**config.mk**
```make
export PLATFORM = sky130hd
export DESIGN_NAME = hqm_aw_residue_accum
export DESIGN_NICKNAME = d
export VERILOG_FILES = /design/src/rtl/hqm_aw_residue_accum.sv
export SDC_FILE = /design/constraint.sdc
export NUM_CORES = 1
export LEC_CHECK = 0
export ABC_AREA = 1
export BUFFER_PORTS_ARGS = -buffer_cell sky130_fd_sc_hd__buf_2
export CORE_MARGIN = 2
export CORE_UTILIZATION = 55
export CTS_CLUSTER_DIAMETER = 100
export DETAILED_ROUTE_END_ITERATION = 12
export PLACE_DENSITY_LB_ADDON = 0.25
export SETUP_SLACK_MARGIN = 0.05
export SLEW_MARGIN = 10
export SYNTH_ARGS = -nofsm -noshare
export SYNTH_HDL_FRONTEND = slang
export SYNTH_SLANG_ARGS = --single-unit
```
**constraint.sdc**
```tcl
create_clock -name clk -period 16.5 [get_ports clk]
set_input_delay 1.65 -clock clk [delete_from_list [all_inputs] [get_ports clk]]
set_output_delay 1.65 -clock clk [all_outputs]
set_load 0.005 [all_outputs]
```
**src/rtl/hqm_aw_residue_accum.sv**
```systemverilog
// Residue-protected streaming accumulator: sums WIDTH-bit beats per group, carrying a
// mod-3 residue alongside the sum so datapath faults surface downstream as mismatches.
module hqm_aw_residue_accum #(
    parameter int unsigned WIDTH = 16
) (
    input  logic             clk,
    input  logic             rst_n,
    input  logic             in_v_i,
    output logic             in_ready_o,
    input  logic [WIDTH-1:0] in_data_i,
    input  logic [1:0]       in_res_i,
    input  logic             in_last_i,
    output logic             out_v_o,
    input  logic             out_ready_i,
    output logic [WIDTH-1:0] out_data_o,
    output logic [1:0]       out_res_o,
    output logic             err_in_o,
    output logic             err_acc_o,
    output logic             err_sticky_o
);

    localparam int NCHUNK = int'(WIDTH / 2);
    localparam int unsigned RSUM_W = 8;

    // Sum of 2-bit chunks reduced mod 3; valid because 4 == 1 (mod 3).
    function automatic logic [1:0] residue(input logic [WIDTH-1:0] x);
        logic [RSUM_W-1:0] s;
        s = '0;
        for (int i = 0; i < NCHUNK; i++) begin
            s = s + RSUM_W'(x[2*i +: 2]);
        end
        return 2'(s % RSUM_W'(3));
    endfunction

    logic             p1_v_q, p1_v_d;
    logic [WIDTH-1:0] p1_data_q, p1_data_d;
    logic [1:0]       p1_res_q, p1_res_d;
    logic             p1_last_q, p1_last_d;
    logic [WIDTH-1:0] acc_q, acc_d;
    logic [1:0]       acc_res_q, acc_res_d;
    logic             out_v_q, out_v_d;
    logic [WIDTH-1:0] out_data_q, out_data_d;
    logic [1:0]       out_res_q, out_res_d;
    logic             err_in_q, err_in_d;
    logic             err_acc_q, err_acc_d;
    logic             err_sticky_q, err_sticky_d;

    logic             stall_c;
    logic             accept_c;
    logic             fire_c;
    logic [WIDTH:0]   sum_c;
    logic [3:0]       nres_raw_c;
    logic [1:0]       nres_c;

    assign stall_c    = out_v_q && !out_ready_i;
    assign in_ready_o = !stall_c;
    assign accept_c   = in_v_i && !stall_c;
    assign fire_c     = p1_v_q && !stall_c;

    // Carry out of the adder removes 2^WIDTH == 1 (mod 3), i.e. adds 2.
    assign sum_c      = {1'b0, acc_q} + {1'b0, p1_data_q};
    assign nres_raw_c = 4'(acc_res_q) + 4'(p1_res_q) + (sum_c[WIDTH] ? 4'd2 : 4'd0);
    assign nres_c     = 2'(nres_raw_c % 4'd3);

    always_comb begin
        p1_v_d       = p1_v_q;
        p1_data_d    = p1_data_q;
        p1_res_d     = p1_res_q;
        p1_last_d    = p1_last_q;
        acc_d        = acc_q;
        acc_res_d    = acc_res_q;
        out_v_d      = out_v_q;
        out_data_d   = out_data_q;
        out_res_d    = out_res_q;
        err_in_d     = 1'b0;
        err_acc_d    = 1'b0;

        if (accept_c) begin
            p1_v_d    = 1'b1;
            p1_data_d = in_data_i;
            p1_res_d  = in_res_i;
            p1_last_d = in_last_i;
        end else if (!stall_c) begin
            p1_v_d    = 1'b0;
        end

        if (out_v_q && out_ready_i) begin
            out_v_d = 1'b0;
        end

        // Faulty residues are still accumulated so downstream checkers see them.
        if (fire_c) begin
            err_in_d = (p1_res_q == 2'd3) || (residue(p1_data_q) != p1_res_q);
            if (p1_last_q) begin
                out_v_d    = 1'b1;
                out_data_d = sum_c[WIDTH-1:0];
                out_res_d  = nres_c;
                acc_d      = '0;
                acc_res_d  = '0;
            end else begin
                acc_d      = sum_c[WIDTH-1:0];
                acc_res_d  = nres_c;
            end
        end

        if (residue(acc_q) != acc_res_q) begin
            err_acc_d = 1'b1;
        end
        if (out_v_q && (residue(out_data_q) != out_res_q)) begin
            err_acc_d = 1'b1;
        end

        err_sticky_d = err_sticky_q || err_in_d || err_acc_d;
    end

    always_ff @(posedge clk or negedge rst_n) begin
        if (!rst_n) begin
            p1_v_q       <= 1'b0;
            p1_data_q    <= '0;
            p1_res_q     <= '0;
            p1_last_q    <= 1'b0;
            acc_q        <= '0;
            acc_res_q    <= '0;
            out_v_q      <= 1'b0;
            out_data_q   <= '0;
            out_res_q    <= '0;
            err_in_q     <= 1'b0;
            err_acc_q    <= 1'b0;
            err_sticky_q <= 1'b0;
        end else begin
            p1_v_q       <= p1_v_d;
            p1_data_q    <= p1_data_d;
            p1_res_q     <= p1_res_d;
            p1_last_q    <= p1_last_d;
            acc_q        <= acc_d;
            acc_res_q    <= acc_res_d;
            out_v_q      <= out_v_d;
            out_data_q   <= out_data_d;
            out_res_q    <= out_res_d;
            err_in_q     <= err_in_d;
            err_acc_q    <= err_acc_d;
            err_sticky_q <= err_sticky_d;
        end
    end

    assign out_v_o      = out_v_q;
    assign out_data_o   = out_data_q;
    assign out_res_o    = out_res_q;
    assign err_in_o     = err_in_q;
    assign err_acc_o    = err_acc_q;
    assign err_sticky_o = err_sticky_q;

endmodule

```
==> flow_summary_export.csv <==
group,metric,value,unit
logic_synthesis,ys_types,39,
grt,grt_remaining_overflow,0,
logic_synthesis,syn_nets,715,
die,core_area,8810,um^2
critical_path,cp_max_fo,8,
timing,fin_setup_tns,0,ns
timing,rsz0062_at_grt,"no",
logic_synthesis,synth_compound_area_frac,0.0954,
cts,path_clk_slew,0.07,ns
hold_path,hold_path_class,"reg -> reg",
critical_path,rrSetupSlack,10.30,ns
finish,drive_gt1_frac,0.141,
logic_synthesis,synth-adder-area-share,0.251,
critical_path,critPathArrivalTime,6.42,ns
logic_synthesis,netlist_area,5020,um^2
timing,finalSetupViolCount,0,
logic_synthesis,yosysTopAreaCell,"dfrtp_1",
finish,finalInstanceArea,5540,um^2
die,die_area,9910,um^2
cts,cts-hold-fix-buffers,0,
cts,cts_buffers,9,
logic_synthesis,synthCells,613,
logic_synthesis,yosys.area_share.simple,0.210,
die,start_util,0.570,
critical_path,worstSetupStartpointType,"register",
logic_synthesis,synth_top_area_frac,0.299,
finish,nets,764,
detailed_routing,wl,11200,um
logic_synthesis,ys_ff_latch,60,
logic_synthesis,ys.flop_type,"dfrtp_1",
die,ios,46,
timing,report.final.hold_viol_count,0,
timing,worst_pin_slew,0.998,ns
critical_path,critPathMaxStageDelay,0.62,ns
timing,finClkSkew,0.00968,ns
logic_synthesis,synth_most_common_cell,"nand2_1",
place,place_area,5360,um^2
cts,cts.sinks,60,
grt,first_global_vias,4281,
logic_synthesis,async_flop_share,1.00,
critical_path,crit_buf_inv,4,
logic_synthesis,synth_mux_area_frac,0.0222,
grt,antenna_found_initial,0,
detailed_routing,dr.pass1.iters,5,
timing,min_period,6.20,ns
logic_synthesis,synth_area_leaders,"dfrtp_1 (30%), fa_1 (14%), ha_1 (11%)",
detailed_routing,drcViolationCount,0,
critical_path,critical_path_required,16.72,ns
detailed_routing,antenna_left,0,
place,gp_congestion,0.957,
grt,grt_pass1_wl,19400,um
place,portBuffers,45,
logic_synthesis,yosys_warnings,0,
die,std_cell_rows,34,
critical_path,worst-setup-path-type,"reg -> reg",
cts,cts_setup_buffers,0,
cts,clock_latency,0.34,ns
critical_path,critPathTopFamily,"adder cells",
job,max_cap_violations,0,
logic_synthesis,netlist_top_cells_count,"nand2_1 (139), inv_1 (109), dfrtp_1 (60)",
place,hpwl,9060,um
die,fp.dieW,99.5,um
logic_synthesis,yosysSeqAreaShare,0.299,
place,dp_cells,759,
status,status,"completed",
detailed_routing,wl_per_cell,14.4,um
hold_path,worstHoldPathCells,2,
cts,ctsHtreeMaxLevel,3,
grt,grt.total_usage,0.247,
critical_path,rr_worst_depth,34,
cts,cts_resized,0,
critical_path,rr_endpoint,"err_sticky_o$_DFF_PN0_",
timing,period_share,0.376,
finish,num_antenna_cells,0,
detailed_routing,drt-initial-drc-count,268,
timing,slew_headroom,0.333,
critical_path,worst_setup_path_end_kind,"register",
cts,cts_tree,"yes",
timing,max_freq,161,MHz
hold_path,min_to,"err_sticky_o$_DFF_PN0_",
detailed_routing,viasPerCell,5.39,
critical_path,r2r-start,"p1_data_q[1]$_DFFE_PN0P_",
hold_path,holdCritStartpoint,"err_sticky_o$_DFF_PN0_",
critical_path,crit_path_frequent_cell,"nand2_1",
finish,fin_cells,773,
detailed_routing,vias,4166,
critical_path,cpMaxStageDelayCell,"fa_1",
cts,cts_buffer_depth,2,
logic_synthesis,synth_xor_area_frac,0.0314,
logic_synthesis,avgSynthCellArea,8.19,um^2
cts,cts_root_buf,"clkbuf_8",
finish,area_growth,10.3,%
grt,grt_max_degree,61,
timing,hold_ws,0.502,ns
logic_synthesis,synth_top_family_by_area,"adder cells",
logic_synthesis,synth_edf_count,0,
die,die_h,99.5,um
timing,drv_slew,0,
worst max path at each step:
stage,slack (ns),depth (start not counted),from,to
detailed placement,10.33,34,p1_data_q[1]$_DFFE_PN0P_,err_sticky_o$_DFF_PN0_
floorplan,10.78,34,p1_data_q[1]$_DFFE_PN0P_,err_sticky_o$_DFF_PN0_
global route,9.74,34,p1_data_q[1]$_DFFE_PN0P_,err_sticky_o$_DFF_PN0_
global placement,10.54,34,p1_data_q[1]$_DFFE_PN0P_,err_sticky_o$_DFF_PN0_
finish,10.30,34,p1_data_q[1]$_DFFE_PN0P_,err_sticky_o$_DFF_PN0_
CTS,10.31,34,p1_data_q[1]$_DFFE_PN0P_,err_sticky_o$_DFF_PN0_
routing by layer:
layer | part of all wire | track usage
met3 | 0.048 | 0.0344
met1 | 0.45 | 0.324
met5 | 0 | 0
met4 | 0.013 | 0.0674
met2 | 0.49 | 0.430
area by class of cell:
cell class | instances | area, um^2
timing repair buffer | 46 | 233
tap | 108 | 135
inverter | 114 | 428
sequential | 60 | 1500
clock inverter | 5 | 55.1
multi-input combinational | 431 | 3060
clock buffer | 9 | 124
fill | 776 | 3270
cell usage in the layout (no fill, tap or decap), types with 2 or more instances in the layout:
| master | n |
|---|---|
| xor2_1 | 8 |
| clkbuf_8 | 9 |
| mux2_2 | 9 |
| nand3_1 | 40 |
| ha_1 | 43 |
| inv_2 | 4 |
| a211oi_1 | 2 |
| nand2_2 | 6 |
| inv_1 | 109 |
| nand2_1 | 139 |
| clkinv_2 | 2 |
| o21ai_0 | 33 |
| nor2_1 | 33 |
| a21oi_1 | 28 |
| nand3_2 | 2 |
| o21a_1 | 2 |
| a31oi_1 | 3 |
| clkinvlp_4 | 2 |
| fa_1 | 36 |
| nor2_2 | 5 |
| dfrtp_1 | 60 |
| a22o_1 | 2 |
| buf_2 | 45 |
| nand3b_1 | 6 |
| o21bai_1 | 3 |
| xnor2_1 | 10 |
| o22ai_1 | 4 |
| nor3_1 | 3 |
| or2_2 | 2 |
registers in the layout, indices dropped and copies added (netlist names):
| signal | cells |
|---|---|
| acc_q | 16 |
| acc_res_q | 2 |
| err_acc_o | 1 |
| err_in_o | 1 |
| err_sticky_o | 1 |
| out_data_o | 16 |
| out_res_o | 2 |
| out_v_o | 1 |
| p1_data_q | 16 |
| p1_last_q | 1 |
| p1_res_q | 2 |
| p1_v_q | 1 |
worst reg2reg max path: cells and delay by family, from the launching register on:
kind | cells | cell delay [ns]
flip-flops | 1 | 0.45
AO/OA/AOI/OAI | 2 | 0.20
adder cells (fa/ha/maj) | 9 | 3.51
AND/OR/NAND/NOR | 19 | 1.64
buffers and inverters | 4 | 0.30
cells by family after synthesis:
| logic type | Yosys count |
|---|---|
| DFF | 60 |
| AOI/OAI and AO/OA | 83 |
| and+or+nand+nor | 241 |
| muxes | 10 |
| xor gates and xnor gates | 18 |
| buffers and inverters | 122 |
| adders and majority gates | 79 |
stage by stage:
stage,util,setup WS (ns)
after floorplan,-,10.78
after global placement,0.609,10.54
after detailed placement,0.609,10.33
after CTS,0.629,10.31
after global routing,0.629,9.74
final,0.629,10.30
Power is left out: the tool's default activity adds up to more than one toggle a clock period on the data nets, which glitch-free logic cannot reach.
